## src/rtl/spy_regs.sv

```systemverilog
// spy_regs: spy register bank and run/step/halt controller on the spy_port debug bus.
// Snapshots CPU state at instruction boundaries and drives the CPU run enable.
// Optional feature macro: SPY_BREAKPOINT_EN (adds the BREAK register at eadr 12 and PC compare).
module spy_regs #(
    parameter int PC_WIDTH     = 14,
    parameter int STEP_WIDTH   = 16,
    parameter int RUN_ON_RESET = 0
) (
    input  logic                clk,
    input  logic                reset,
    input  logic                dbread,
    input  logic                dbwrite,
    input  logic [3:0]          eadr,
    input  logic [15:0]         db_wdata,
    output logic [15:0]         db_rdata,
    input  logic [47:0]         cpu_ir,
    input  logic [PC_WIDTH-1:0] cpu_pc,
    input  logic [31:0]         cpu_md,
    input  logic [31:0]         cpu_vma,
    input  logic                cpu_inst_done,
    output logic                cpu_run,
    output logic                cpu_reset_req
);

    typedef enum logic [1:0] {
        ST_HALTED = 2'd0,
        ST_RUN    = 2'd1,
        ST_STEP   = 2'd2
    } state_e;

    state_e                state_q, state_d;
    logic                  halt_pend_q, halt_pend_d;
    logic [STEP_WIDTH-1:0] remaining_q, remaining_d;
    logic [STEP_WIDTH-1:0] stepcnt_q, stepcnt_d;
    logic [15:0]           scratch_q, scratch_d;
    logic [47:0]           ir_q, ir_d;
    logic [PC_WIDTH-1:0]   pc_q, pc_d;
    logic [31:0]           md_q, md_d;
    logic [31:0]           vma_q, vma_d;
    logic                  cpu_run_q, cpu_run_d;
    logic                  cpu_reset_req_q, cpu_reset_req_d;
    logic                  bp_hit_s;
    logic                  bp_match_s;
    logic [15:0]           break_rd_s;

    // Boundaries only count while the CPU is actually enabled.
    logic done_s;
    logic wr_ctrl_s;
    assign done_s    = cpu_inst_done & cpu_run_q;
    assign wr_ctrl_s = dbwrite & (eadr == 4'd9);

`ifdef SPY_BREAKPOINT_EN
    logic                bp_en_q, bp_en_d;
    logic [PC_WIDTH-1:0] bp_pc_q, bp_pc_d;
    logic                bp_hit_q, bp_hit_d;

    // Breakpoint register update and match against the PC at the boundary.
    always_comb begin
        bp_en_d    = bp_en_q;
        bp_pc_d    = bp_pc_q;
        break_rd_s = 16'h0000;
        break_rd_s[PC_WIDTH-1:0] = bp_pc_q;
        break_rd_s[15] = bp_en_q;
        if (dbwrite && (eadr == 4'd12)) begin
            bp_en_d = db_wdata[15];
            bp_pc_d = db_wdata[PC_WIDTH-1:0];
        end else begin
            bp_en_d = bp_en_q;
        end
        bp_match_s = bp_en_q & done_s & (state_q != ST_HALTED) & (cpu_pc == bp_pc_q);
        bp_hit_d = bp_hit_q;
        if (wr_ctrl_s) begin
            bp_hit_d = 1'b0;
        end else if (bp_match_s) begin
            bp_hit_d = 1'b1;
        end else begin
            bp_hit_d = bp_hit_q;
        end
    end

    // Breakpoint state registers.
    always_ff @(posedge clk) begin
        if (reset) begin
            bp_en_q  <= 1'b0;
            bp_pc_q  <= '0;
            bp_hit_q <= 1'b0;
        end else begin
            bp_en_q  <= bp_en_d;
            bp_pc_q  <= bp_pc_d;
            bp_hit_q <= bp_hit_d;
        end
    end
    assign bp_hit_s = bp_hit_q;
`else
    assign bp_match_s = 1'b0;
    assign bp_hit_s   = 1'b0;
    assign break_rd_s = 16'h0000;
`endif

    // Controller next state, snapshot capture and register-bank writes.
    always_comb begin
        state_d         = state_q;
        halt_pend_d     = halt_pend_q;
        remaining_d     = remaining_q;
        stepcnt_d       = stepcnt_q;
        scratch_d       = scratch_q;
        ir_d            = ir_q;
        pc_d            = pc_q;
        md_d            = md_q;
        vma_d           = vma_q;
        cpu_reset_req_d = wr_ctrl_s & db_wdata[2];

        if (done_s) begin
            ir_d  = cpu_ir;
            pc_d  = cpu_pc;
            md_d  = cpu_md;
            vma_d = cpu_vma;
            case (state_q)
                ST_RUN: begin
                    if (halt_pend_q) begin
                        state_d     = ST_HALTED;
                        halt_pend_d = 1'b0;
                    end else begin
                        state_d = ST_RUN;
                    end
                end
                ST_STEP: begin
                    if (halt_pend_q || (remaining_q <= {{(STEP_WIDTH-1){1'b0}}, 1'b1})) begin
                        state_d     = ST_HALTED;
                        halt_pend_d = 1'b0;
                        remaining_d = '0;
                    end else begin
                        remaining_d = remaining_q - {{(STEP_WIDTH-1){1'b0}}, 1'b1};
                    end
                end
                default: state_d = state_q;
            endcase
            if (bp_match_s) begin
                state_d     = ST_HALTED;
                halt_pend_d = 1'b0;
                remaining_d = '0;
            end else begin
                state_d = state_d;
            end
        end else begin
            state_d = state_q;
        end

        // A CONTROL write overrides whatever the boundary decided; rst alone leaves state alone.
        if (wr_ctrl_s) begin
            if (db_wdata[2]) begin
                state_d = state_d;
            end else if (db_wdata[0]) begin
                state_d     = ST_RUN;
                halt_pend_d = 1'b0;
                remaining_d = '0;
            end else if (db_wdata[1]) begin
                state_d     = ST_STEP;
                halt_pend_d = 1'b0;
                remaining_d = (stepcnt_q == '0) ? {{(STEP_WIDTH-1){1'b0}}, 1'b1} : stepcnt_q;
            end else begin
                state_d     = state_q;
                remaining_d = remaining_q;
                halt_pend_d = (state_q != ST_HALTED);
            end
        end else begin
            halt_pend_d = halt_pend_d;
        end

        if (dbwrite && (eadr == 4'd10)) begin
            stepcnt_d = db_wdata[STEP_WIDTH-1:0];
        end else if (dbwrite && (eadr == 4'd11)) begin
            scratch_d = db_wdata;
        end else begin
            stepcnt_d = stepcnt_q;
        end

        cpu_run_d = (state_d != ST_HALTED);
    end

    // Controller, snapshot and register-bank flops.
    always_ff @(posedge clk) begin
        if (reset) begin
            state_q         <= (RUN_ON_RESET != 0) ? ST_RUN : ST_HALTED;
            cpu_run_q       <= (RUN_ON_RESET != 0);
            halt_pend_q     <= 1'b0;
            remaining_q     <= '0;
            stepcnt_q       <= '0;
            scratch_q       <= 16'h0000;
            ir_q            <= 48'h0;
            pc_q            <= '0;
            md_q            <= 32'h0;
            vma_q           <= 32'h0;
            cpu_reset_req_q <= 1'b0;
        end else begin
            state_q         <= state_d;
            cpu_run_q       <= cpu_run_d;
            halt_pend_q     <= halt_pend_d;
            remaining_q     <= remaining_d;
            stepcnt_q       <= stepcnt_d;
            scratch_q       <= scratch_d;
            ir_q            <= ir_d;
            pc_q            <= pc_d;
            md_q            <= md_d;
            vma_q           <= vma_d;
            cpu_reset_req_q <= cpu_reset_req_d;
        end
    end

    // Read mux: combinational from eadr so data is ready in the strobe cycle.
    always_comb begin
        logic [15:0] pc_ext;
        logic [15:0] step_ext;
        pc_ext   = 16'h0000;
        pc_ext[PC_WIDTH-1:0] = pc_q;
        step_ext = 16'h0000;
        step_ext[STEP_WIDTH-1:0] = stepcnt_q;
        case (eadr)
            4'd0:    db_rdata = ir_q[15:0];
            4'd1:    db_rdata = ir_q[31:16];
            4'd2:    db_rdata = ir_q[47:32];
            4'd3:    db_rdata = pc_ext;
            4'd4:    db_rdata = md_q[15:0];
            4'd5:    db_rdata = md_q[31:16];
            4'd6:    db_rdata = vma_q[15:0];
            4'd7:    db_rdata = vma_q[31:16];
            4'd8:    db_rdata = {13'h0, bp_hit_s, (state_q == ST_STEP), (state_q == ST_HALTED)};
            4'd9:    db_rdata = {13'h0, 1'b0, (state_q == ST_STEP), (state_q == ST_RUN)};
            4'd10:   db_rdata = step_ext;
            4'd11:   db_rdata = scratch_q;
            4'd12:   db_rdata = break_rd_s;
            default: db_rdata = 16'h0000;
        endcase
    end

    assign cpu_run       = cpu_run_q;
    assign cpu_reset_req = cpu_reset_req_q;

endmodule

```

## config.mk

```make
export PLATFORM = sky130hd
export DESIGN_NAME = spy_regs
export DESIGN_NICKNAME = d
export VERILOG_FILES = /design/src/rtl/spy_regs.sv
export SDC_FILE = /design/constraint.sdc
export NUM_CORES = 1
export LEC_CHECK = 0
export ABC_AREA = 1
export BUFFER_PORTS_ARGS = -buffer_cell sky130_fd_sc_hd__clkbuf_2
export CAP_MARGIN = 30
export CORE_UTILIZATION = 41
export CTS_CLUSTER_DIAMETER = 120
export CTS_CLUSTER_SIZE = 16
export DETAILED_ROUTE_END_ITERATION = 6
export MAX_ROUTING_LAYER = met4
export PLACE_DENSITY = 0.65
export SLEW_MARGIN = 10
export SYNTH_ARGS = -nofsm -noshare
export SYNTH_HDL_FRONTEND = slang
export SYNTH_SLANG_ARGS = --single-unit
```

## constraint.sdc

```tcl
create_clock -name clk -period 1.55 [get_ports clk]
set_input_delay 0.31 -clock clk [delete_from_list [all_inputs] [get_ports clk]]
set_output_delay 0.31 -clock clk [all_outputs]
set_load 0.1 [all_outputs]
```

==> results of run 1 <==
## state kept, by name (all words and copies together) (netlist names)
name / flops
cpu_run: 1
state_q: 2
stepcnt_q: 16
cpu_reset_req: 1
scratch_q: 16
halt_pend_q: 1
pc_q: 14
remaining_q: 16
ir_q: 48
md_q: 32
vma_q: 32
## power groups by stage
stage	Combinational (mW)	Clock (mW)	Sequential, mW
4_1_cts	1.01	4.10	4.68
3_3_place_gp	0.892	0	4.78
3_5_place_dp	0.894	0	4.79
6_report	1.12	4.09	4.68
2_1_floorplan	0.421	0	4.78
5_1_grt	1.19	4.31	4.68
## cell type report
cell class | instances | share of cell area, %
well taps | 265 | 2.68
multi-input cells | 816 | 39.9
clock buffers | 20 | 3.69
repair buffers | 304 | 20.7
clock inverters | 10 | 0.627
inverters | 93 | 3.27
flip-flops and latches | 179 | 29.1
## logic make-up after synthesis
kind of cell	synth area share [%]
AOI/OAI and AO/OA	21.3
xor gates and xnor gates	0.429
adders and majority gates	0.766
buffers and inverters	8.07
DFF	43.9
and+or+nand+nor	25.6
## metal layers
| layer | routed length, um | global-route usage (%) |
|---|---|---|
| met1 | 13100 | 38.3 |
| met2 | 13800 | 45.3 |
| met3 | 1930 | 5.10 |
| met4 | 1100 | 11.5 |
| met5 | 0 | - |
## cells in the mapped netlist
cell type  number  area, um^2
a221oi_1        1        8.76
o2111a_1        5        56.3
nand3_1        92         460
nor2_4          3        33.8
o2111ai_1       4        35.0
o21bai_1        2        15.0
nor2_1        264         991
buf_2           8        40.0
nor3_1          4        20.0
a31oi_1        19         119
o211ai_1        2        15.0
xor2_1          4        35.0
a21oi_2         1        8.76
nand4_4         1        21.3
buf_1           8        30.0
nor3b_1         1        7.51
nand2_1       101         379
inv_1          91         342
inv_2           2        7.51
a32o_1         12         120
or2_0           1        6.26
ha_1            5        62.6
buf_6           1        11.3
a21oi_1        79         395
nor4_1          2        12.5
nand3b_1        2        15.0
clkbuf_1       61         229
o21ai_0       170         851
o32ai_1         1        8.76
o21a_1          1        7.51
o22ai_1        15        93.8
nand4_1        19         119
nand2_2         2        12.5
nor2_2          2        12.5
o21ai_1         1        5.00
dfxtp_1       179        3580
## through the flow
stage	util, %	instances
3_3_place_gp	53.6	1631
3_5_place_dp	53.6	1631
5_1_grt	63.4	1687
6_report	63.4	1687
2_1_floorplan	-	1166
4_1_cts	60.2	1669
## final timing paths
path                                      from             end  slack (ns)
worst max-delay path                state_q[0]     db_rdata[1]       -0.73
worst min-delay path                cpu_pc[13]        pc_q[13]        0.11
worst max register to register  remaining_q[0]  remaining_q[9]       -0.14
worst min register to register    scratch_q[1]    scratch_q[1]        0.47
## critical path, delay by kind of cell (launching register included)
kind                       cells  cell delay (ns)
DFF                            1             0.34
adders and majority gates      1             0.16
buffers and inverters          4             0.52
AOI/OAI and AO/OA              1             0.07
and+or+nand+nor                2             0.45
## what timing repair did
action / in CTS / in global routing
pin swaps: 43 / 75
buffers inserted: 16 / 23
endpoints found under the setup margin: 34 / 46
cloned: 2 / 1
resized for setup: 137 / 134
hold endpoints to repair: 0 / 0
==> metrics, run 1 <==
outcome=finished with violations; failing checks=negative setup slack; Worst Setup End Kind=primary output; Hold Crit Class=in -> reg; io pins=169; # clock sinks=179; CTS H-tree lvls=4; TritonCTS clock tree=yes; minimum clock period=2.28 ns; TNS Setup=-8.69 ns; first-pass GRT wire length=44.2 mm; hold-fix buffers at CTS=0; GRT Resource Usage Total=29.4%; RSZ-0062 raised after global routing=yes; setup violators final=34; commonest non-fill, non-tap cell in the layout=nor2_1; die width=143 um; Ant. Diodes=0; via count=9096; sequential share of power=47.3%; die area=20500 um^2; #FFs+latches synth=approximately 180; Comb pwr share=11.3%; fillcell total=1654; CTS root buf=clkbuf_16; combined area of the multi-input logic cells=between 4000 and 5000 um^2; Reg clk slew, reported paths=0.07 ns; Net Switching=2.62 mW; Final HPWL DP=20.6 mm; input/output buffers=around 170; area post-placement=~10000 um^2; DRT iter0 DRCs=712; slowest cell delay on critical path=0.34 ns; die height=roughly 140 um; initial antenna violation count=0; Max Clk Rate=438 MHz; Critical Path Slowest Stage Cell=dfxtp_2; post-route antenna net violation count=0; WHS=0.111 ns; Yosys cell types=36; P_int=7.28 mW; most frequent cells in the layout=nor2_1 (243), dfxtp_1 (174), o21ai_0 (157); Crit path required time=~1.2 ns; CP Cell Sequence=inv_2 -> ha_4 -> inv_4 -> o32ai_2 -> nor4_2 -> buf_4 -> nand4_1 -> buf_12; Final Cycle Share=147%; Nets=1567; CP Max Fanout=2; area grow syn2layout=51.4%; total congestion overflow=0; synthesized instance count=1166; first drt pass iteration count=5; Mapped Avg Cell Area=7.01 um^2; worst-skew pair later-pin latency=between 0.4 and 0.5 ns; core area=19500 um^2; via/cell ratio=5.39; max-cap violation count=0; vias in the first global route=8228; clock share of power=41.4%; worst hold path depth=3; layout cell share with drive strength beyond 1=35.3%; WP data arrival=1.97 ns; Setup WS post-layout=-0.732 ns; Power, Total=slightly below 10 mW; CP Class=reg -> out; Post-Syn Area=8170 um^2; Leak=4.91 nW; R2R cell count=14; RePlAce Congestion=0.917; power per cell area=800 nW/um^2; DRC Markers=0; Reg area=between 3000 and 4000 um^2; Seq/Total Area, Yosys=43.9%; Switching Share=26.4%; Syn Nets=1322; Max VDD drop=730 uV; Final Skew=0.0150 ns; dpl ws=-0.832 ns; type of origin of the critical path=register; design area=12400 um^2; relative slew slack=between 60% and 70%; TritonCTS buffer count=17; worst-case clock buffer depth=2; total wire length=29.9 mm; Pins Over Slew Limit=0; Worst-Margin Slew=~0.54 ns; largest net degree at the start of global routing=107; Hold Fails Final Rpt=0; routed len/inst=17.7 um; Initial Util=between 40% and 50%; Ys Warns=0; cell row count=between 50 and 60
Power figures use the tool's default switching activity.
==> inputs of run 2 (changes only) <==
CORE_UTILIZATION = 45   (was 41)
PLACE_DENSITY = 0.7   (was 0.65)
==> run 2 against run 1 <==
Largest power group unchanged. Non-clock buffer count increased by 14. Via count is 4.0% higher. The run still ends with negative setup slack left. Combinational power barely moved. Register-to-register slack got worse by 0.06 ns. Design area increased by 0.92%. Worst setup slack gained 0.066 ns. Highest routed layer unchanged.
==> metrics, run 2 (synthesized netlist as in run 1, its figures left out) <==
io pins=around 170; CTS root buf=clkbuf_16; Leak=4.96 nW; TritonCTS buffer count=17; Reg clk slew, reported paths=0.07 ns; worst hold path depth=3; post-route antenna net violation count=0; relative slew slack=64.3%; max-cap violation count=0; Post-Layout Cell Count=1664; minimum clock period=2.22 ns; area grow syn2layout=52.8%; Hold Crit Class=in -> reg; Largest Register=ir_q; total wire length=between 30 and 40 mm; Final Skew=0.00793 ns; Setup WS post-layout=-0.666 ns; commonest non-fill, non-tap cell in the layout=nor2_1; setup violators final=32; cell row count=48; Worst Setup End Kind=primary output; Final HPWL DP=20.3 mm; # clock sinks=179; die width=137 um; Placed Instances=roughly 1600; die height=137 um; busiest grt layer=met2; RSZ-0062 raised after global routing=yes; largest net degree at the start of global routing=107; Final Util=71.2%; CP Class=reg -> out; Nets=1582; first drt pass iteration count=6; hold-fix buffers at CTS=0; met3 usage=4.70%; Crit path required time=1.24 ns; die area=18700 um^2; Ant. Diodes=0; failing checks=negative setup slack; worst-case clock buffer depth=2; met1 usage=42.7%; layout cell share with drive strength beyond 1=35.6%; Max VDD drop=797 uV; via/cell ratio=approximately 5.7; via count=9461; core area=17500 um^2; first-pass GRT wire length=approximately 45 mm; CTS H-tree lvls=4; DRC Markers=0; CP Max Fanout=2; WP data arrival=between 1.5 and 2 ns; M2 GR Usage=50.8%; TritonCTS clock tree=yes; DRT iter0 DRCs=1161; Pins Over Slew Limit=0; Initial Util=46.6%; R2R cell count=12; Final Cycle Share=143%; vias in the first global route=8530; outcome=finished with violations; RePlAce Congestion=~0.96; Worst-Margin Slew=0.538 ns; most frequent cells in the layout=nor2_1 (245), dfxtp_1 (170), o21ai_0 (160); power per cell area=a little over 800 nW/um^2; routed len/inst=18.6 um; initial antenna violation count=0; max reg flops=48; Top Registers=ir_q: 48 flops, md_q: 32 flops, vma_q: 32 flops; type of origin of the critical path=register; total congestion overflow=0; Max Clk Rate=between 400 and 500 MHz; Hold Fails Final Rpt=0; GRT Resource Usage Total=32.8%; Power, Total=10.3 mW; dpl ws=-0.588 ns; worst-skew pair later-pin latency=0.44 ns; input/output buffers=167
[run 2: final timing paths]
check	from	endpoint	slack (ns)
hold reg to reg	scratch_q[2]	scratch_q[2]	0.46
setup / recovery	state_q[0]	db_rdata[1]	-0.67
hold / removal	cpu_md[23]	md_q[23]	0.12
setup reg to reg	state_q[0]	remaining_q[5]	-0.20
[run 2: layout make-up]
class                   instances  area [um^2]
multi-input cells             817         4880
well taps                     225          282
flip-flops and latches        179         3600
fillers                      1301         5050
repair buffers                318         2710
inverters                      93          404
clock inverters                14          163
clock buffers                  18          439
[run 2: power breakdown]
part           total, mW  internal (mW)  switching, mW
registers           4.69           4.65         0.0388
clock network       4.41           2.34           2.07
logic               1.15          0.510          0.641
total               10.3           7.50           2.75
[run 2: stage by stage]
stage | setup TNS (ns) | hold slack (ns) | instance area (um^2)
2_1_floorplan | -6.79 | 0.425 | 8400
3_3_place_gp | -18.68 | 0.441 | 10400
3_5_place_dp | -20.61 | 0.448 | 10400
4_1_cts | -6.79 | 0.112 | 11800
5_1_grt | -12.16 | 0.127 | 12500
6_report | -10.07 | 0.118 | 12500
[run 2: repair_timing]
item	CTS	global route
cloned	6	2
pin swaps	41	74
endpoints found under the setup margin	31	36
resized for setup	107	148
buffers inserted	20	28
[run 2: critical path, stage by stage, from the launching register on]
cell and delay [ns]:
dfxtp_2 0.35, inv_2 0.06, ha_4 0.16, inv_4 0.05, o32ai_2 0.06, nor4_1 0.19, buf_4 0.18, nand4_1 0.17
buf_12 0.23
[run 2: metal layers]
| layer | share of wire (%) | vias up | routed length, um |
|---|---|---|---|
| met5 | 0 | - | 0 |
| met4 | 4.2 | 0 | 1310 |
| met3 | 7.4 | 88 | 2300 |
| met2 | 46 | 497 | 14300 |
| met1 | 42 | 4437 | 13100 |
| li1 | - | 4439 | - |
==> inputs of run 3 (changes only) <==
CORE_MARGIN = 2   (was default)
GPL_TIMING_DRIVEN = 0   (was default)
PLACE_DENSITY = 0.67   (was 0.7)
==> run 3 against run 2 <==
The run still ends with negative setup slack left. Wire length down 0.80%. Highest routed layer unchanged. Sequential share of layout area up 1.5 points. Flip-flop and latch count is the same. Non-clock buffer count shrank 32. Critical path type unchanged.
==> metrics, run 3 (synthesized netlist as in run 1, its figures left out) <==
Nets=around 1500; setup violators final=31; Crit path required time=1.24 ns; failing checks=negative setup slack; die width=139 um; clock share of power=roughly 44%; CP Max Fanout=4; initial antenna violation count=1; Final Cycle Share=137%; DRT iter0 DRCs=986; outcome=finished with violations; total congestion overflow=0; routed len/inst=between 15 and 20 um; first-pass GRT wire length=46.2 mm; GRT Resource Usage Total=31.6%; Setup WS post-layout=-0.569 ns; Hold Fails Final Rpt=0; largest net degree at the start of global routing=18; WHS=approximately 0.12 ns; Net Switching=2.68 mW; minimum clock period=2.12 ns; via/cell ratio=5.57; CP Class=reg -> out; CTS H-tree lvls=4; slowest cell delay on critical path=0.38 ns; # clock sinks=179; Worst-Margin Slew=0.708 ns; Placed Instances=between 1500 and 2000; Largest Register=ir_q; most frequent cells in the layout=nor2_1 (235), dfxtp_1 (172), o21ai_0 (163); RePlAce Congestion=0.932; Max VDD drop=824 uV; Worst Setup End Kind=primary output; worst-skew pair later-pin latency=0.44 ns; Critical Path Slowest Stage Cell=dfxtp_4; layout cell share with drive strength beyond 1=32.6%; CP Cell Sequence=inv_2 -> ha_2 -> nand3_2 -> nand2_2 -> a221oi_4 -> nand3_4 -> clkbuf_16; Comb pwr share=between 10% and 20%; Hold Crit Class=in -> reg; power per cell area=about 860 nW/um^2; CTS root buf=clkbuf_16; first drt pass iteration count=6; Initial Util=45.6%; TritonCTS clock tree=yes; DRC Markers=0; design area=11900 um^2; Max Clk Rate=approximately 470 MHz; P_int=7.49 mW; TritonCTS buffer count=17; Post-Layout Cell Count=1636; Reg clk slew, reported paths=0.07 ns; via count=9115; core area=around 18000 um^2; dpl ws=-1.04 ns; Final HPWL DP=21.8 mm; input/output buffers=165; worst-case clock buffer depth=2; relative slew slack=roughly 53%; area post-placement=9520 um^2; area grow syn2layout=45.1%; cell row count=49; post-route antenna net violation count=0; sequential share of power=46.1%; die height=139 um; total wire length=30.7 mm; Top Registers=ir_q: 48 flops, md_q: 32 flops, vma_q: 32 flops; die area=between 15000 and 20000 um^2; Final Skew=0.00990 ns; WP data arrival=1.81 ns; max-cap violation count=0; hold-fix buffers at CTS=0; commonest non-fill, non-tap cell in the layout=nor2_1; Switching Share=26.4%; io pins=169; vias in the first global route=8448; max reg flops=48; type of origin of the critical path=register; Leak=4.66 nW; Pins Over Slew Limit=0; RSZ-0062 raised after global routing=yes
## run 3: critical path, delay by kind of cell, from the launching register on
kind | cells | cell delay [ns]
compound gates | 1 | 0.26
fa+ha+maj | 1 | 0.19
buf+inv | 2 | 0.27
flops | 1 | 0.38
simple gates | 3 | 0.26
## run 3: worst paths after layout
| check | from | endpoint | slack (ns) | cells past startpoint |
|---|---|---|---|---|
| hold / removal | cpu_md[23] | md_q[23] | 0.12 | 3 |
| setup / recovery | state_q[1] | db_rdata[0] | -0.57 | 7 |
| hold reg to reg | vma_q[29] | vma_q[29] | 0.46 | 2 |
| setup reg to reg | state_q[0] | remaining_q[5] | -0.15 | 11 |
## run 3: repair_timing
action                                  4_1_cts  5_1_grt
buffers inserted                             26       14
gates cloned                                  5        0
endpoints found under the setup margin      139      142
pin swaps                                    44       54
resized for setup                           258       89
## run 3: area by class of cell
type                    count  area (um^2)
multi-input cells         816         4870
inverters                  93          402
diodes                      1         2.50
flip-flops and latches    179         3600
well taps                 229          287
clock buffers              18          429
clock inverters            14          164
fillers                  1544         6050
repair buffers            208         1580
plain buffers              78          524
## run 3: stage by stage
| stage | power (mW) | setup TNS, ns | util, % |
|---|---|---|---|
| 6_report | 10.2 | -7.51 | 66.2 |
| 5_1_grt | 10.4 | -9.47 | 66.2 |
| 4_1_cts | 10.1 | -6.34 | 64.2 |
| 3_5_place_dp | 5.58 | -94.16 | 53.2 |
| 3_3_place_gp | 5.58 | -93.04 | 53.2 |
| 2_1_floorplan | 5.20 | -6.79 | - |
## run 3: power groups by stage
| stage | Combinational, mW | Sequential (mW) | Clock (mW) |
|---|---|---|---|
| after floorplan | 0.421 | 4.78 | 0 |
| after global placement | 0.793 | 4.79 | 0 |
| after detailed placement | 0.794 | 4.79 | 0 |
| after CTS | 0.978 | 4.68 | 4.44 |
| after global routing | 1.09 | 4.69 | 4.61 |
| final | 1.03 | 4.68 | 4.46 |
## run 3: routing by layer
layer / GRT usage, % / up-vias / wire length, um
li1: - / 4380 / -
met1: 41.1 / 4189 / 12900
met2: 49.1 / 454 / 14200
met3: 5.70 / 92 / 2410
met4: 12.7 / 0 / 1240
met5: - / - / 0
